<file path="src/rtl/pc_gen.sv">
// rtl/pc_gen.sv - registered fetch program counter with branch/jump redirect, stall capture and halt
module pc_gen #(
  parameter int               WIDTH     = 16,
  parameter int               OFF_W     = 9,
  parameter int               OFF_SHIFT = 1,
  parameter int               INC       = 2,
  parameter logic [WIDTH-1:0] RESET_VEC = '0
) (
  input  logic             clk,
  input  logic             rst_n,
  input  logic             stall,
  input  logic             halt,
  input  logic             br_taken,
  input  logic [WIDTH-1:0] br_base,
  input  logic [OFF_W-1:0] br_off,
  input  logic             jr_taken,
  input  logic [WIDTH-1:0] jr_target,
  output logic [WIDTH-1:0] pc,
  output logic [WIDTH-1:0] pc_seq,
  output logic             halted,
  output logic             pend,
  output logic             wrap
);

  typedef enum logic [1:0] {
    RUN          = 2'd0,
    STALLED_PEND = 2'd1,
    HALTED       = 2'd2
  } state_t;

  // The increment is widened by one bit so the carry out of the PC is visible.
  localparam logic [WIDTH:0] INC_EXT = (WIDTH+1)'(INC);

  state_t           state, state_n;
  logic [WIDTH-1:0] pc_n;
  logic [WIDTH-1:0] pend_tgt, pend_tgt_n;
  logic             wrap_n;
  logic [WIDTH:0]   seq_sum;
  logic [WIDTH-1:0] off_ext;
  logic [WIDTH-1:0] br_tgt;
  logic             redir;
  logic [WIDTH-1:0] redir_tgt;

  // Sequential address, branch target and redirect selection; all wrap modulo 2^WIDTH.
  always_comb begin
    seq_sum   = {1'b0, pc} + INC_EXT;
    pc_seq    = seq_sum[WIDTH-1:0];
    off_ext   = WIDTH'($signed(br_off));
    br_tgt    = br_base + (off_ext << OFF_SHIFT);
    redir     = br_taken | jr_taken;
    redir_tgt = jr_taken ? jr_target : br_tgt;
  end

  // Next-PC priority: live redirect, stalled capture, pending replay, halt, stall, increment.
  always_comb begin
    state_n    = state;
    pc_n       = pc;
    pend_tgt_n = pend_tgt;
    wrap_n     = wrap;
    if (redir && !stall) begin
      pc_n    = redir_tgt;
      state_n = RUN;
    end else if (redir && stall) begin
      pend_tgt_n = redir_tgt;
      state_n    = STALLED_PEND;
    end else if ((state == STALLED_PEND) && !stall) begin
      pc_n    = pend_tgt;
      state_n = RUN;
    end else if (state == HALTED) begin
      state_n = HALTED;
    end else if (halt && !stall) begin
      state_n = HALTED;
    end else if (stall) begin
      pc_n = pc;
    end else begin
      pc_n = seq_sum[WIDTH-1:0];
      if (seq_sum[WIDTH]) begin
        wrap_n = 1'b1;
      end
    end
  end

  // State, PC, captured target and sticky wrap flag.
  always_ff @(posedge clk or negedge rst_n) begin
    if (!rst_n) begin
      state    <= RUN;
      pc       <= RESET_VEC;
      pend_tgt <= '0;
      wrap     <= 1'b0;
    end else begin
      state    <= state_n;
      pc       <= pc_n;
      pend_tgt <= pend_tgt_n;
      wrap     <= wrap_n;
    end
  end

  // Status flags are decoded straight from the registered state.
  always_comb begin
    halted = (state == HALTED);
    pend   = (state == STALLED_PEND);
  end

endmodule
</file>
<file path="config.mk">
export PLATFORM = sky130hd
export DESIGN_NAME = pc_gen
export DESIGN_NICKNAME = d
export VERILOG_FILES = /design/src/rtl/pc_gen.sv
export SDC_FILE = /design/constraint.sdc
export NUM_CORES = 1
export LEC_CHECK = 0
export CAP_MARGIN = 40
export CORE_MARGIN = 2
export CORE_UTILIZATION = 30
export DETAILED_ROUTE_END_ITERATION = 8
export SLEW_MARGIN = 20
export SYNTH_ARGS = -nofsm -noshare
export SYNTH_HDL_FRONTEND = slang
export SYNTH_SLANG_ARGS = --single-unit
export TNS_END_PERCENT = 100
</file>
<file path="constraint.sdc">
create_clock -name clk -period 1.74 [get_ports clk]
set_clock_uncertainty 0.2 [all_clocks]
set_input_delay 0.261 -clock clk [delete_from_list [all_inputs] [get_ports clk]]
set_output_delay 0.261 -clock clk [all_outputs]
set_load 0.1 [all_outputs]
</file>
==> impl_metrics.tcl <==
set metrics [dict create \
    placement.cell_area_sq_um 5580 \
    reg2regPathDepth 9 \
    synth_area_leader_cell "dfrtp_1" \
    routed-via-count 3691 \
    mappedNetlistNets 439 \
    outcome "finished, violations left" \
    max_slew_margin 0.644 \
    post-dp-hpwl_mm 8.56 \
    drt_pass1_iterations 4 \
    drv.max_cap_violation_count 0 \
    cts_buffers 5 \
    place.gp.congestion 0.909 \
    initial_core_util 0.308 \
    max_freq_ghz 0.431 \
    worst-endpoint-required_ns 1.28 \
    globalRouteMet1Util 0.276 \
    postSynthCellCount 376 \
    cts.htree.levels 2 \
    detail_route.vias_per_cell 5.12 \
    global_route.overflow_total 0 \
    final_antenna_net_count 0 \
    met3_global_route_usage 0.0232 \
    synthesis_to_layout_area_growth_pct 118 \
    die-area_sq_um 10900 \
    violations_in_the_final_reports "setup timing" \
    worstHoldPathType "in -> async" \
    die_x_um 104 \
    clk_latency_ns 0.29 \
    number_of_global_route_vias_before_repair 3809 \
    grt_pass1_wl_mm 19.1 \
    critical_path_cell_list "and2_4 > buf_6 > nand4_1 > nor2_4 > xor2_4 > buf_12" \
    track_usage 0.216 \
    synthesis.area_per_instance_sq_um 8.01 \
    clock_sinks 35 \
    synthDistinctLibCells 59 \
    final.min_clock_period_ns 2.32 \
    cp_top_family "simple AND/OR/NAND/NOR gates" \
    finalWirelength_mm 11.8 \
    groute.layer.met2.usage 0.383 \
    rows 36 \
    detail_route.wl_per_cell_um 16.3 \
    post-route-cell-area_sq_um 6560 \
    yosys-top-cells-area "dfrtp_1 (29%), ha_1 (6.2%), nand2_1 (5.9%)" \
    synth_top_cells_by_count "nand2_1 (47), dfrtp_1 (35), o21ai_0 (32)" \
    synth-async-reset-ratio 1.00 \
    regToRegEndpoint "pc[10]$_DFFE_PN0P_" \
    timing.final.crit_share 1.33 \
    die_height_um 104 \
    seq_power_share 0.182 \
    worst-endpoint-arrival_ns 1.86 \
    power.net_switching_mw 3.04 \
    n_antenna_cell 0 \
    p_clk_frac 0.089 \
    cts.reportedPaths.clkPinSlew_ns 0.07 \
    criticalPathCategory "reg -> out" \
    yosysTopAreaCellShare 0.291 \
    tritoncts "built" \
    yosysWarningCount 0 \
    rrSetupSlack_ns -0.32 \
    post_synth_instance_area_sq_um 3010 \
    power.ir.vdd_worst_mv 0.718 \
    cp_num_buf_inv 2 \
    maxSlewViolCount 0 \
    leakage_nw 2.76 \
    critPathSlowestCell "dfrtp_4" \
    clock_path_buffers 2 \
    setup_violations 33 \
    core_sq_um 9770 \
    global_route.peak_usage_layer "met2" \
    share_comb_of_total_power 0.729 \
    finalNetCount 651 \
    p_int_mw 3.30 \
    cts_root_buffer "clkbuf_8" \
    synthFlopType "dfrtp_1" \
    finalCoreUtilization 0.671 \
    setup_slack_ns -0.581 \
    design.portCount 82 \
    yosys.cell_count.top_type "nand2_1" \
    finalHoldViolations 0 \
    detail_route.drc_violations 0 \
    critical-path-max-stage-delay_ns 0.44 \
    final_layout_size_suffix_gt1_frac 0.592 \
    power_density_nw_per_um2 967 \
    rsz0062_at_grt "true" \
    cts-hold-fix-buffers 0 \
    synth_enable_flop_cells 0 \
    port_buffers 81 \
    layout.filler_cells 745 \
    drtIter0Drc 164 \
    synth.ff_latch_count 35 \
    pin_count_of_the_biggest_net_entering_global_routing 36 \
    antenna_found_initial 0 \
    worst_pin_slew_ns 0.529 \
    reg2reg_from "pc[2]$_DFFE_PN0P_" \
    synth-seq-area-share 0.291 \
    critical_path_peak_fanout 3 \
    cp-start-kind "flop" \
    swShare 0.479 \
    setup.worst_path.end_class "output port" \
]
worst register-to-register path: stages, from the launching register on:
cell      delay [ns]
dfrtp_4         0.44
and2_4          0.16
buf_6           0.09
nand4_1         0.25
buf_6           0.24
buf_6           0.12
nand2_2         0.06
a21boi_1        0.05
a221oi_1        0.22
o21ai_1         0.12
repair_timing:
action,4_1_cts,5_1_grt
pin swaps,72,30
endpoints found under the setup margin,45,46
gates resized for setup,181,56
buffers inserted,28,11
stage by stage:
step | power (mW) | setup TNS, ns | cells | hold WS (ns) | worst slack [ns]
global route | 6.60 | -10.98 | 721 | 0.161 | -0.633
floorplan | 3.57 | -17.71 | 376 | -0.235 | -0.906
global placement | 5.17 | -23.21 | 682 | 0.258 | -0.921
finish | 6.34 | -8.85 | 721 | 0.139 | -0.581
detailed placement | 5.21 | -24.19 | 682 | 0.266 | -0.965
CTS | 6.15 | -8.41 | 714 | 0.144 | -0.600
power by group through the flow:
stage,logic [mW],clock network (mW),registers [mW]
floorplan,1.72,0,1.85
global placement,4.02,0,1.15
detailed placement,4.05,0,1.16
CTS,4.42,0.579,1.14
global route,4.84,0.599,1.17
finish,4.63,0.564,1.15
layout make-up:
type | instances | area, sq um | area share
Clock buffer | 7 | 76.3 | 0.0116
Inverter | 7 | 33.8 | 0.00515
Multi-Input combinational cell | 312 | 2950 | 0.450
Sequential cell | 35 | 923 | 0.141
Tap cell | 133 | 166 | 0.0254
Timing Repair Buffer | 227 | 2410 | 0.367
layer usage:
| layer | vias up | routed length, um |
|---|---|---|
| li1 | 1798 | - |
| met1 | 1780 | 5140 |
| met2 | 96 | 5960 |
| met3 | 17 | 401 |
| met4 | 0 | 263 |
| met5 | - | 0 |
logic make-up after synthesis:
family | share of synthesized area
muxes | 0.0453
and+or+nand+nor | 0.238
xor gates and xnor gates | 0.0640
DFF | 0.291
AOI/OAI and AO/OA | 0.250
adders and majority gates | 0.0689
buffers and inverters | 0.0428
state kept, by name (all words and copies together) (netlist names):
register	flops
pc	16
pend_tgt	16
state	2
wrap	1
worst max path at each step:
| stage | start | end | slack, ns | depth (start not counted) |
|---|---|---|---|---|
| floorplan | pc[3]$_DFFE_PN0P_ | pc[6]$_DFFE_PN0P_ | -0.91 | 5 |
| detailed placement | br_off[0] | pend_tgt[15]$_DFFE_PN0P_ | -0.96 | 10 |
| CTS | pc[3]$_DFFE_PN0P_ | pc_seq[12] | -0.60 | 6 |
| finish | pc[2]$_DFFE_PN0P_ | pc_seq[14] | -0.58 | 6 |
| global placement | br_base[1] | pend_tgt[15]$_DFFE_PN0P_ | -0.92 | 10 |
| global route | pc[2]$_DFFE_PN0P_ | pc_seq[12] | -0.63 | 6 |
cells in the final DEF, fill, tap and decap left out, types with 4 or more instances in the layout:
| cell | n |
|---|---|
| xnor2_4 | 7 |
| xnor2_2 | 4 |
| xor2_4 | 4 |
| mux2i_1 | 6 |
| nor2_2 | 7 |
| clkbuf_2 | 4 |
| inv_2 | 4 |
| o21ai_1 | 18 |
| a21oi_2 | 11 |
| nor3_1 | 6 |
| nand2_2 | 5 |
| nand2_1 | 39 |
| clkbuf_8 | 5 |
| o21ai_4 | 7 |
| o21a_1 | 4 |
| or3_1 | 4 |
| buf_6 | 38 |
| nand3_4 | 4 |
| dfrtp_4 | 11 |
| a21oi_1 | 15 |
| dfrtp_1 | 19 |
| o211ai_1 | 7 |
| nor2_1 | 19 |
| dfrtp_2 | 5 |
| buf_12 | 40 |
| a21o_1 | 7 |
| clkdlybuf4s50_1 | 21 |
| buf_2 | 9 |
| a22oi_1 | 4 |
| o21ai_0 | 7 |
| ha_4 | 14 |
| nand3_1 | 15 |
| buf_4 | 105 |
Power figures use the tool's default switching activity.
